**src/rtl/tick_display_pkg.sv**
```systemverilog
// tick_display_pkg: segment patterns, digit slots and decode helper shared by tick_display.
package tick_display_pkg;
  localparam logic [7:0] SEG_0     = 8'hC0;
  localparam logic [7:0] SEG_1     = 8'hF9;
  localparam logic [7:0] SEG_2     = 8'hA4;
  localparam logic [7:0] SEG_3     = 8'hB0;
  localparam logic [7:0] SEG_4     = 8'h99;
  localparam logic [7:0] SEG_5     = 8'h92;
  localparam logic [7:0] SEG_6     = 8'h82;
  localparam logic [7:0] SEG_7     = 8'hF8;
  localparam logic [7:0] SEG_8     = 8'h80;
  localparam logic [7:0] SEG_9     = 8'h90;
  localparam logic [7:0] SEG_BLANK = 8'hFF;
  localparam int DIG_MODE     = 7;
  localparam int DIG_CNT2_MSD = 6;
  localparam int DIG_CNT1_MSD = 3;
  function automatic logic [7:0] seg_decode(input logic [3:0] v);
    return v == 4'd0 ? SEG_0 :
           v == 4'd1 ? SEG_1 :
           v == 4'd2 ? SEG_2 :
           v == 4'd3 ? SEG_3 :
           v == 4'd4 ? SEG_4 :
           v == 4'd5 ? SEG_5 :
           v == 4'd6 ? SEG_6 :
           v == 4'd7 ? SEG_7 :
           v == 4'd8 ? SEG_8 :
           v == 4'd9 ? SEG_9 : SEG_BLANK;
  endfunction
endpackage

```
**src/rtl/tick_display_sync_edge.sv**
```systemverilog
// sync_edge: two-flop synchroniser followed by a one-cycle rising-edge pulse.
module sync_edge (
  input  logic clk,
  input  logic rst,
  input  logic d,
  output logic tick
);
  logic s1, s2, prev;
  always_ff @(posedge clk or negedge rst)
    if (!rst) {s1, s2, prev} <= 3'b000;
    else      {s1, s2, prev} <= {d, s1, s2};
  assign tick = s2 & ~prev;
endmodule

```
**src/rtl/tick_display.sv**
```systemverilog
// tick_display: BCD edge counters for clk_1/clk_2 plus prog_out on a multiplexed 8-digit 7-segment display.
// Optional leading-zero blanking with TICK_DISPLAY_ZERO_BLANK_EN.
module tick_display
  import tick_display_pkg::*;
#(
  parameter int REFRESH_DIV = 100000,
  parameter int CNT1_DIGITS = 4,
  parameter int CNT2_DIGITS = 3
) (
  input  logic       clk,
  input  logic       rst,
  input  logic       clk_1,
  input  logic       clk_2,
  input  logic [2:0] prog_out,
  input  logic       hold,
  output logic [7:0] an,
  output logic [7:0] seg
);
  localparam int RW = REFRESH_DIV > 1 ? $clog2(REFRESH_DIV) : 1;
  localparam int DIG_CNT2_LSD = DIG_CNT1_MSD + 1;
  logic tick1, tick2;
  logic [CNT1_DIGITS-1:0][3:0] cnt1, cnt1_inc, cnt1_nx;
  logic [CNT2_DIGITS-1:0][3:0] cnt2, cnt2_inc, cnt2_nx;
  logic [2:0] prev_mode;
  logic mode_ok, mode_chg;
  logic [RW-1:0] ref_cnt;
  logic [2:0] dig, dig_nx;
  logic live, live_nx, term;
  logic [7:0][3:0] disp;
  logic [7:0] blank, seg_v;

  sync_edge u_sync1 (.clk(clk), .rst(rst), .d(clk_1), .tick(tick1));
  sync_edge u_sync2 (.clk(clk), .rst(rst), .d(clk_2), .tick(tick2));

  always_comb begin
    logic cy;
    cy = 1'b1;
    cnt1_inc = cnt1;
    for (int i = 0; i < CNT1_DIGITS; i++) begin
      cnt1_inc[i] = cy ? (cnt1[i] == 4'd9 ? 4'd0 : cnt1[i] + 4'd1) : cnt1[i];
      cy = cy & (cnt1[i] == 4'd9);
    end
  end

  always_comb begin
    logic cy;
    cy = 1'b1;
    cnt2_inc = cnt2;
    for (int i = 0; i < CNT2_DIGITS; i++) begin
      cnt2_inc[i] = cy ? (cnt2[i] == 4'd9 ? 4'd0 : cnt2[i] + 4'd1) : cnt2[i];
      cy = cy & (cnt2[i] == 4'd9);
    end
  end

  // prev_mode is only trusted once it has captured prog_out after reset
  assign mode_chg = mode_ok && prog_out != prev_mode;
  assign cnt1_nx  = (tick1 && !hold) ? cnt1_inc : cnt1;
  assign cnt2_nx  = mode_chg ? '0 : (tick2 && !hold) ? cnt2_inc : cnt2;
  assign term     = ref_cnt == RW'(REFRESH_DIV - 1);
  assign live_nx  = live | term;
  assign dig_nx   = (term && live) ? dig + 3'd1 : dig;

  always_comb begin
    disp = '0;
    blank = '0;
    disp[DIG_MODE] = {1'b0, prog_out};
    for (int i = 0; i < CNT2_DIGITS; i++) disp[DIG_CNT2_LSD + i] = cnt2_nx[i];
    for (int i = 0; i < CNT1_DIGITS; i++) disp[i] = cnt1_nx[i];
`ifdef TICK_DISPLAY_ZERO_BLANK_EN
    begin
      logic z;
      z = 1'b1;
      for (int i = CNT2_DIGITS - 1; i > 0; i--) begin
        z = z & (cnt2_nx[i] == 4'd0);
        blank[DIG_CNT2_LSD + i] = z;
      end
      z = 1'b1;
      for (int i = CNT1_DIGITS - 1; i > 0; i--) begin
        z = z & (cnt1_nx[i] == 4'd0);
        blank[i] = z;
      end
    end
`endif
    seg_v = blank[dig_nx] ? SEG_BLANK : seg_decode(disp[dig_nx]);
  end

  always_ff @(posedge clk or negedge rst) begin
    if (!rst) begin
      cnt1      <= '0;
      cnt2      <= '0;
      prev_mode <= 3'd0;
      mode_ok   <= 1'b0;
      ref_cnt   <= '0;
      dig       <= 3'd0;
      live      <= 1'b0;
      an        <= 8'hFF;
      seg       <= 8'hFF;
    end else begin
      cnt1      <= cnt1_nx;
      cnt2      <= cnt2_nx;
      prev_mode <= prog_out;
      mode_ok   <= 1'b1;
      ref_cnt   <= term ? '0 : ref_cnt + RW'(1);
      dig       <= dig_nx;
      live      <= live_nx;
      an        <= live_nx ? ~(8'd1 << dig_nx) : 8'hFF;
      seg       <= live_nx ? {dig_nx != 3'(DIG_CNT2_LSD), seg_v[6:0]} : 8'hFF;
    end
  end
endmodule

```
**config.mk**
```make
export PLATFORM = sky130hd
export DESIGN_NAME = tick_display
export DESIGN_NICKNAME = d
export VERILOG_FILES = /design/src/rtl/tick_display_pkg.sv /design/src/rtl/tick_display_sync_edge.sv /design/src/rtl/tick_display.sv
export SDC_FILE = /design/constraint.sdc
export NUM_CORES = 1
export LEC_CHECK = 0
export ABC_CLOCK_PERIOD_IN_PS = 3020
export CORE_MARGIN = 8
export CORE_UTILIZATION = 50
export DETAILED_ROUTE_END_ITERATION = 12
export PLACE_DENSITY_LB_ADDON = 0.3
export SLEW_MARGIN = 20
export SYNTH_ARGS = -nofsm -noshare
export SYNTH_HDL_FRONTEND = slang
export SYNTH_SLANG_ARGS = --single-unit
export TNS_END_PERCENT = 100
```
**constraint.sdc**
```tcl
create_clock -name clk -period 3.02 [get_ports clk]
set_input_delay 0.906 -clock clk [delete_from_list [all_inputs] [get_ports clk]]
set_output_delay 0.906 -clock clk [all_outputs]
set_load 0.02 [all_outputs]
```
[Word-level counts from Yosys, hierarchy flattened]
Memories as Yosys holds them, arrays and structs flattened.
Cells that the tools add are included.
Widths: inputs -> output; s select.
Word-level totals
  register bits after elaboration: 75
  memory bits (read-only): 8
  input bits: 8
  output and inout port bits: 16
  memories kept: 1
Memories
  (no name shown): words 8, width 1, rd ports 1, clocked after Yosys merged registers in 0, wr ports 0, RTL line tick_display.sv:84  | seg_v = blank[dig_nx] ? SEG_BLANK : seg_decode(disp[dig_nx]);
Operators by class
  add/subtract/negate cells: 9
  magnitude comparators: 1
  equal/unequal tests: 19
  shift-type cells: 1
  multiplexer cells: 33
  bitwise operators: 9
  reduce and logical (&&, ||, !) cells: 6
Operators by type and width (count)
  $mux 7: 11
  $mux 4: 13
  $eq 4x4->1 const B: 9
  $add 4x1->4 const B: 7
  $mux 12: 2
  $add 17x1->17 const B: 1
  $eq 17x17->1 const B: 1
  $mux 17: 1
  $eq 4x3->1 const B: 4
  $mux 16: 1
  $mux 8: 2
  $bmux 4 s3: 1
  $eq 4x2->1 const B: 2
  $not 8->8: 1
  $shl 1x3->8 const A: 1
  $and 1x1->1: 5
  $eq 4x1->1 const B: 1
  $logic_and 1x1->1: 4
  $logic_not 4->1: 1
  $lt 3x4->1 const B: 1
  $add 3x1->3 const B: 1
  $mux 3: 1
  $ne 3x3->1: 1
  $ne 3x3->1 const B: 1
  other kinds (4): 5

[Depth between registers and ports, before layout]
  depth after elaboration: 20
  gate-level depth with buffers: 13

[Hierarchy]
Synthesis repeated with hierarchy kept, for this count alone.
Unflattened totals
  cells, all modules: 361
  area total of the unflattened synthesis: 3877.5 sq um
By module, submodules not included
  tick_display: times used 1, cells each 353, area each 3699.8 sq um, seq. area each 1720.4 sq um
  sync_edge: times used 2, cells each 4, area each 88.8 sq um, seq. area each 75.1 sq um

[Worst setup path after synthesis]
OpenSTA, ideal clock, no wires.
  kind: input to register
  start: in hold
  end: reg seg[3]
  library setup time: 0.094 ns
  arrival: 3.022 ns
  required time: 2.926 ns
  slack: -0.096 ns
  cell stages on the path: 9
  path through: nand4bb_4 -> nor4b_4 -> nand3_1 -> xnor2_1 -> mux2_1 -> a211o_1 -> nand2_2 -> a21boi_0 -> or4_1
RTL lines
  from (decl): RTL line tick_display.sv:15  | input logic hold,
  to (signal assigned): RTL line tick_display.sv:107  | seg <= live_nx ? {dig_nx != 3'(DIG_CNT2_LSD), seg_v[6:0]} : 8'hFF;
  to (decl): RTL line tick_display.sv:17  | output logic [7:0] seg

==> flow_summary.ini <==
[pwr]
clkPwrFrac = 0.305
p_leak_uw = 0.00221
seqPwrFrac = 0.435
p_sw_uw = 756
p_per_area_nw_per_um2 = 487
comb_power_share = 0.260
ir_worst_vdd_uv = 234
fin_total_pwr_uw = 2510
switching_share = 0.300
internal_power_uw = 1760

[worst_setup_path]
critPathLaunchType = input port
critPathArrivalTime_ns = 3.26
end_kind = flop
critical_path.max_fanout = 8
required_ns = 3.29
crit_type = input port to flop

[synth]
synth_edf_count = 0
netlist_area_um2 = 3890
synth.distinct_cells = 77
synth_cells = 364
syn_nets = 374
avgSynthCellArea_um2 = 10.7
yosys_warnings = 0
async_flop_share = 1.00
ys_seq_area_frac = 0.481
synth_ff_type = dfrtp_1
ys_seq_elements = 74

[finish]
final_nets = 477
fill_cells = 575
fin_area_um2 = 5170
antenna_cells = 0
post-route-util = 0.676
areaGrowthSynthToFinish_pct = 32.9
drive_gt1_frac = 0.383

[routing]
wl_um = 9650
via_count = 3191
avgRoutedWirePerCell_um = 16.8
firstDrtPassIters = 4
drc = 0
via_per_inst = 5.56
drt-initial-drc-count = 135
ant_nets = 0

[sta]
clock.fmax_mhz = 335
tns_ns = 0
maxSlewViolCount = 0
max_slew_margin = 0.381
skew_ns = 0.00884
hold_viol_final = 0
period_share = 0.989
rsz0062_at_grt = true
finalSetupViolations = 0
tightest_slew_ns = 0.928
period_minus_slack_ns = 2.99
hold_ws_ns = 0.351

[clock_tree]
clk_latency_ns = 0.35
cts_buffers = 9
clock_tree.buffer_depth = 2
cts_sinks = 74
cts_hold_buffers = 0
cts_tree = built
cts.clk_slew.worst_paths_ns = 0.08
cts-root-buf = clkbuf_8
cts_max_level = 3

[placed_design]
portBuffers = 23
placed_area_um2 = 4640
gp_congestion = 0.807
dp_hpwl_um = 6560

[global_route]
grt_max_degree = 75
grt_pass1_vias = 3275
grt-ovfl-total = 0
grt_usage = 0.175
grt_antenna_before_repair = 0
grt_pass1_wl_um = 15600

[die]
fp.dieW_um = 104
io-pin-count = 24
core_um2 = 7650
dieArea_um2 = 10900
placementRows = 32
start_util = 0.508
die_h_um = 104

[run_status]
status = completed

[job]
drv_cap = 0

[hold_path]
hold_class = flop to flop
flip-flops by register name, summed over array words and instances (netlist names), 3 cells and up:
register,flops
ref_cnt,17
an,8
cnt2,12
cnt1,16
seg,7
dig,3
prev_mode,3
final timing paths:
kind	from	slack, ns	endpoint	cells past startpoint
max in group asynchronous	rst	1.73	ref_cnt[5]	1
min reg2reg	u_sync2.s1	0.35	u_sync2.s2	0
max	hold	0.03	seg[3]	11
min in group asynchronous	rst	0.68	u_sync1.s1	1
min	u_sync2.s1	0.35	u_sync2.s2	0
max reg2reg	ref_cnt[1]	0.04	seg[3]	12
cells in the mapped netlist (3+ instances only):
| library cell | count | share of area |
|---|---|---|
| nand2b_1 | 5 | 0.0080 |
| a21o_1 | 4 | 0.0077 |
| a21oi_1 | 14 | 0.018 |
| dfstp_2 | 15 | 0.10 |
| a211o_1 | 4 | 0.0090 |
| xnor2_1 | 15 | 0.034 |
| nor2b_1 | 8 | 0.013 |
| or4_1 | 4 | 0.0077 |
| and4bb_2 | 4 | 0.013 |
| mux2i_1 | 4 | 0.010 |
| nor4b_1 | 5 | 0.011 |
| and4_1 | 4 | 0.0090 |
| nor4bb_1 | 4 | 0.010 |
| o211ai_1 | 3 | 0.0058 |
| inv_1 | 11 | 0.011 |
| nand4bb_1 | 3 | 0.0087 |
| nor3b_1 | 4 | 0.0077 |
| nand2_1 | 30 | 0.029 |
| nor3_1 | 13 | 0.017 |
| and2_1 | 3 | 0.0048 |
| and3_1 | 3 | 0.0048 |
| nand4_1 | 6 | 0.0097 |
| nand3_1 | 11 | 0.014 |
| xor2_1 | 14 | 0.032 |
| a31oi_1 | 3 | 0.0048 |
| dfrtp_1 | 59 | 0.38 |
| o21ai_0 | 20 | 0.026 |
| o31ai_1 | 4 | 0.0077 |
| a211oi_1 | 3 | 0.0058 |
| nor2_1 | 24 | 0.023 |
final cells by class:
cell class,instances,area (µm²),share of cell area
Sequential cell,74,1870,0.362
Timing Repair Buffer,99,805,0.156
Clock buffer,11,141,0.0274
Inverter,12,45.0,0.00872
Clock inverter,5,53.8,0.0104
Multi-Input combinational cell,271,2120,0.411
Tap cell,102,128,0.0247
critical path, cell delays in order:
cell	delay [ns]
buf_6	0.10
nand4bb_1	0.18
buf_4	0.18
or4_4	0.50
a21oi_2	0.17
mux2i_1	0.11
o2111ai_2	0.24
o22ai_4	0.14
a21oi_4	0.16
nor3_2	0.06
or4_1	0.49
layout by cell type (no fill, tap or decap), drive strengths merged, types with 12 or more instances in the layout:
master / Yosys / routed
xor2: 15 / 15
clkdlybuf4s50: 0 / 18
nand2: 31 / 31
buf: 4 / 78
dfrtp: 59 / 59
nand3: 12 / 12
nor3: 14 / 14
a21oi: 16 / 16
dfstp: 15 / 15
inv: 12 / 12
xnor2: 15 / 15
o21ai: 23 / 23
nor2: 24 / 25
clkbuf: 4 / 14
power groups by stage:
stage	registers, µW	logic, µW	clock network, µW
final	1100	653	766
after global routing	1100	704	820
after CTS	1090	575	788
after detailed placement	1110	517	0
after global placement	1110	501	0
after floorplan	1100	319	0
per-layer routing:
| layer | vias up | global-route usage | routed length, µm |
|---|---|---|---|
| met5 | - | 0 | 0 |
| met4 | 0 | 0.0889 | 118 |
| met3 | 12 | 0.0285 | 323 |
| met2 | 49 | 0.299 | 4980 |
| met1 | 1592 | 0.209 | 4240 |
| li1 | 1538 | - | - |
timing repair:
action	CTS	global route
setup buffers	8	13
pin swaps	18	28
resized for setup	24	36
gates cloned	1	0
setup endpoints to repair	7	6
logic make-up (layout without fill, tap and decap cells):
logic type               Yosys count  count (layout)  synth area share
AND/OR/NAND/NOR                  153             154             0.251
other                              1               1          0.000965
flip-flops                        74              74             0.481
buffers and inverters             20             127            0.0286
AO/OA/AOI/OAI                     77              77             0.143
multiplexers                       7               7            0.0196
adder cells (fa/ha/maj)            2               2           0.00644
XOR/XNOR                          30              30            0.0695
per-stage QoR:
step | instances | setup slack (ns)
detailed placement | 537 | -0.754
global placement | 537 | -0.668
finish | 574 | 0.0342
global route | 574 | -0.105
CTS | 562 | 0.00338
floorplan | 364 | -0.0304
Note: power is estimated with default switching activity, not from simulation.
